**config.mk**
```make
export PLATFORM = sky130hd
export DESIGN_NAME = mult_rr_arbiter
export DESIGN_NICKNAME = d
export VERILOG_FILES = /design/src/rtl/mult_rr_arbiter.sv
export SDC_FILE = /design/constraint.sdc
export NUM_CORES = 1
export LEC_CHECK = 0
export ABC_AREA = 0
export CAP_MARGIN = 20
export CORE_MARGIN = 4
export CORE_UTILIZATION = 53
export DETAILED_ROUTE_END_ITERATION = 8
export PLACE_DENSITY = 0.81
export SLEW_MARGIN = 20
export SYNTH_ARGS = -nofsm -noshare
export SYNTH_HDL_FRONTEND = slang
export SYNTH_SLANG_ARGS = --single-unit
```
**constraint.sdc**
```tcl
create_clock -name clk -period 7 [get_ports clk]
set_input_delay 1.05 -clock clk [delete_from_list [all_inputs] [get_ports clk]]
set_output_delay 1.05 -clock clk [all_outputs]
set_load 0.05 [all_outputs]
```
**src/rtl/mult_rr_arbiter.sv**
```systemverilog
// rtl/mult_rr_arbiter.sv - round-robin arbiter sharing one signed 4x4 multiplier
//
// MultS4Bits: combinational signed 4x4 -> 8 multiplier.
//   x, y  : signed 4-bit operands
//   p     : signed 8-bit exact product
//
// mult_rr_arbiter: NREQ requesters share one MultS4Bits via round-robin grant.
//   clk, rst          : clock, synchronous active-high reset
//   req_valid/ready   : per-requester operand handshake (ready is one-hot grant)
//   req_x, req_y      : packed signed 4-bit operands, requester i at [4i+3:4i]
//   res_valid/ready   : registered result handshake with backpressure
//   res_id, res_prod  : owning requester index and signed product
//   busy              : high whenever the FSM is not IDLE
//   ops_done          : wrapping count of results accepted by the consumer
`timescale 1ns/1ps

module MultS4Bits (
    input  logic signed [3:0] x,
    input  logic signed [3:0] y,
    output logic signed [7:0] p
);
    assign p = x * y;
endmodule

module mult_rr_arbiter #(
    parameter int NREQ = 4,
    parameter int IDW  = 2,
    parameter int CNTW = 16
) (
    input  logic                 clk,
    input  logic                 rst,
    input  logic [NREQ-1:0]      req_valid,
    input  logic [4*NREQ-1:0]    req_x,
    input  logic [4*NREQ-1:0]    req_y,
    output logic [NREQ-1:0]      req_ready,
    output logic                 res_valid,
    input  logic                 res_ready,
    output logic [IDW-1:0]       res_id,
    output logic [7:0]           res_prod,
    output logic                 busy,
    output logic [CNTW-1:0]      ops_done
);
    typedef enum logic [1:0] {IDLE, CALC, HOLD} state_t;

    state_t            state;
    state_t            state_next;
    logic [IDW-1:0]    last_grant;
    logic [NREQ-1:0]   grant;
    logic [IDW-1:0]    win_id;
    logic [3:0]        win_x;
    logic [3:0]        win_y;
    logic [3:0]        op_x;
    logic [3:0]        op_y;
    logic [IDW-1:0]    op_id;
    logic signed [7:0] prod;

    MultS4Bits u_mult (
        .x (op_x),
        .y (op_y),
        .p (prod)
    );

    // Search starts one past the previous winner and wraps, so the most
    // recently served requester has the lowest priority.
    always_comb begin
        int idx;
        idx    = 0;
        grant  = '0;
        win_id = '0;
        win_x  = '0;
        win_y  = '0;
        if (state == IDLE) begin
            for (int k = 1; k <= NREQ; k++) begin
                idx = (int'(last_grant) + k) % NREQ;
                if (grant == '0 && req_valid[idx]) begin
                    grant[idx] = 1'b1;
                    win_id     = IDW'(idx);
                    win_x      = req_x[4*idx +: 4];
                    win_y      = req_y[4*idx +: 4];
                end
            end
        end
    end

    // Grant is suppressed while reset is asserted so no transfer is implied
    // in a cycle whose state update is being discarded.
    assign req_ready = rst ? '0 : grant;
    assign busy      = (state != IDLE);

    always_comb begin
        state_next = state;
        case (state)
            IDLE:    if (|grant) state_next = CALC;
            CALC:    state_next = HOLD;
            HOLD:    if (res_ready) state_next = IDLE;
            default: state_next = IDLE;
        endcase
    end

    always_ff @(posedge clk) begin
        if (rst) begin
            state      <= IDLE;
            last_grant <= IDW'(NREQ - 1);
            op_x       <= '0;
            op_y       <= '0;
            op_id      <= '0;
            res_valid  <= 1'b0;
            res_id     <= '0;
            res_prod   <= '0;
            ops_done   <= '0;
        end else begin
            state <= state_next;
            case (state)
                IDLE: begin
                    if (|grant) begin
                        op_x       <= win_x;
                        op_y       <= win_y;
                        op_id      <= win_id;
                        last_grant <= win_id;
                    end
                end
                CALC: begin
                    res_prod  <= prod;
                    res_id    <= op_id;
                    res_valid <= 1'b1;
                end
                HOLD: begin
                    if (res_ready) begin
                        res_valid <= 1'b0;
                        ops_done  <= ops_done + CNTW'(1);
                    end
                end
                default: ;
            endcase
        end
    end
endmodule

```
==> results of run 1 <==
[cell usage in the layout (no fill, tap or decap), types with 6 or more instances in the layout]
cell type	count
nand2_1	39
inv_1	21
o21ai_0	11
nor3b_1	6
clkdlybuf4s50_1	70
o22ai_1	9
and2_1	10
nor2_1	31
nand2b_1	7
o311a_1	8
nand3_1	9
a21oi_1	23
o32ai_1	8
ha_1	21
xnor2_1	11
xor2_1	8
fa_1	9
nand4_1	10
o31ai_1	16
mux2_2	11
or3_1	6
dfxtp_1	40
mux2i_1	31
[worst register-to-register path: cells and delay by family, from the launching register on]
kind	cells	cell delay [ns]
fa+ha+maj	1	0.37
flops	1	0.90
compound gates	7	1.93
mux	1	0.50
buf+inv	2	0.66
[path summary, 6_finish.rpt]
| check | end | slack (ns) | cells past startpoint |
|---|---|---|---|
| worst max-delay path | req_ready[2] | 0.86 | 11 |
| worst max register to register | op_x[0] | 2.54 | 11 |
| worst min register to register | res_prod[6] | 0.46 | 2 |
| worst min-delay path | res_prod[6] | 0.46 | 2 |
[cells by family (layout without fill, tap and decap cells)]
family	after synthesis	after routing	synth area share (%)
AO/OA/AOI/OAI	105	105	21.6
XOR/XNOR	19	19	4.57
adder cells (fa/ha/maj)	30	30	12.2
buffers and inverters	48	103	5.70
flip-flops	41	41	22.5
multiplexers	44	44	13.2
AND/OR/NAND/NOR	143	143	20.3
[report_power, final]
part	internal [W]	switching, W	total (W)
clock network	0.000142	0.0000807	0.000222
registers	0.000283	0.0000523	0.000335
logic	0.000537	0.000813	0.00135
total	0.000962	0.000946	0.00191
[final cells by class]
class,instances,area (µm²),share of cell area [%]
clock inverters,3,65.1,1.45
multi-input cells,341,2620,58.5
inverters,21,78.8,1.76
clock buffers,5,68.8,1.53
well taps,77,96.3,2.15
flip-flops and latches,41,822,18.3
repair buffers,74,731,16.3
[flip-flops by register name, summed over array words and instances (netlist names)]
| signal | flops |
|---|---|
| last_grant | 2 |
| op_id | 2 |
| op_x | 4 |
| op_y | 4 |
| ops_done | 16 |
| res_id | 2 |
| res_prod | 8 |
| res_valid | 1 |
| state | 2 |
[through the flow]
step	std cells	utilization, %
2_1_floorplan	430	-
3_3_place_gp	554	66.8
3_5_place_dp	554	66.8
4_1_cts	562	68.9
5_1_grt	562	69.0
6_report	562	69.0
[layer usage]
layer  track usage (%)  wire (µm)
met1              27.7       3950
met2              38.0       4480
met3              3.08        692
met4              6.16        124
met5                 0          0
==> summary.txt, run 1 <==
Outcome -> finished, final reports clean
Drt first pass iters -> 6
Post-CTS Setup Inserts -> 0
First element of the critical path -> last_grant[1]
Layout Area Growth over Synthesis -> 23.1%
Crit-path max FO -> 33
Post-synth EDFFs -> 0
Worst hold path type -> register to register
Leakage -> 1.88 nW
Syn_nets -> 499
CTS Buf Count -> 5
Pwr Density -> 425 mW/mm²
CTS tree -> yes
Die area -> 0.00826 mm²
Register area share after synthesis -> 22.5%
Die height -> 90.9 µm
Max clock buf depth -> 2
Cell family with most CP delay -> buffers and inverters
Part of the cycle the worst path needs -> 87.7%
ANT cells -> 0
Synth async-reset ratio -> 0%
WP buf/inv -> 3
Post-synth top area cell -> dfxtp_1
Crit path time final -> 6.14 ns
Design Power -> 0.00191 W
Number of global-route vias before repair -> 3,337
Setup violators final -> 0
Starting Density -> 56.1%
Crit path required time -> 5.95 ns
F_max -> 163 MHz
Die W -> 90.9 µm
H-tree Lvls -> 2
Worst setup slack after layout -> 0.860 ns
CP arrival -> 5.09 ns
GP Congestion -> 0.857
Synth Flop Type -> dfxtp_1
RSZ-0062 raised after global routing -> no
Mapped Avg Cell Area -> 8.47 µm²
GRT Total Usage -> 21.7%
Slew headroom -> 41.7%
Clk_skew -> 0.00283 ns
Area contributors post-synth -> dfxtp_1, mux2i_1, ha_1
CP Class -> register to output pin
Final Instance Area -> 0.00448 mm²
Crit path cell chain -> inv_1, ha_1, buf_4, mux4_2, a21boi_2, nand4b_1, nor3b_2, and2_1, nand2_1, a21oi_1, clkdlybuf4s50_1
Final wirelength -> 9250 µm
Post-DP HPWL -> 6890 µm
# DRC -> 0
Share of the synthesized area in the top cell type -> 22.5%
Ys Warns -> 0
Antenna viol nets, final -> 0
VDD IR max -> 0.000322 V
Worst setup SP type -> register
Nets -> 553
Antenna violations before repair -> 0
First-pass GRT wire length -> 15,200 µm
Setup TNS -> 0 ns
Maxcap violations -> 0
Via count -> 3,506
Avg Vias per Cell -> 6.24
Clk_lat worst skew -> 0.29 ns
1st-iter DRT viols -> 177
Fin Hold WS -> 0.457 ns
Core Region -> 0.00649 mm²
Worst path max stage delay -> 0.90 ns
Worst-margin pin slew -> 0.873 ns
Routed len/inst -> 16.5 µm
Count leader, synth -> dfxtp_1
Number of hold violations in the final report -> 0
CTS resizes -> 0
Filler instances -> 524
Min-delay src -> res_prod[6]
Clk root buf -> clkbuf_8
Synth cell types -> 63
CP Capture Type -> output pin
Register bit count reported by yosys -> 41
Largest net degree at the start of global routing -> 48
Rows -> 29
Hold buffers post-CTS -> 0
Io pins -> 71
Pre-CTS setup slack -> 1.29 ns
Cell with the largest stage delay on the worst path -> dfxtp_1
Placed Area -> 0.00434 mm²
FF-to-FF Start -> last_grant[1]
Mapped Area -> 0.00364 mm²
Pins Over Slew Limit -> 0
Clock sinks -> 41
Mapped Cells -> 430
Share of cells above drive strength 1 -> 8.25%
Clk slew on worst S/H paths -> 0.08 ns
Congestion Overflow GR -> 0
Commonest cells post-synth -> dfxtp_1, nand2_1, mux2i_1, nor2_1, a21oi_1
Buffers on Ports -> 70
Power figures use the tool's default switching activity.
==> run 2: changes to the inputs <==
- CTS_CLUSTER_SIZE: not set -> 24
==> results of run 2 <==
Same layout as run 1: the final DEF is identical, and so are final timing and power.
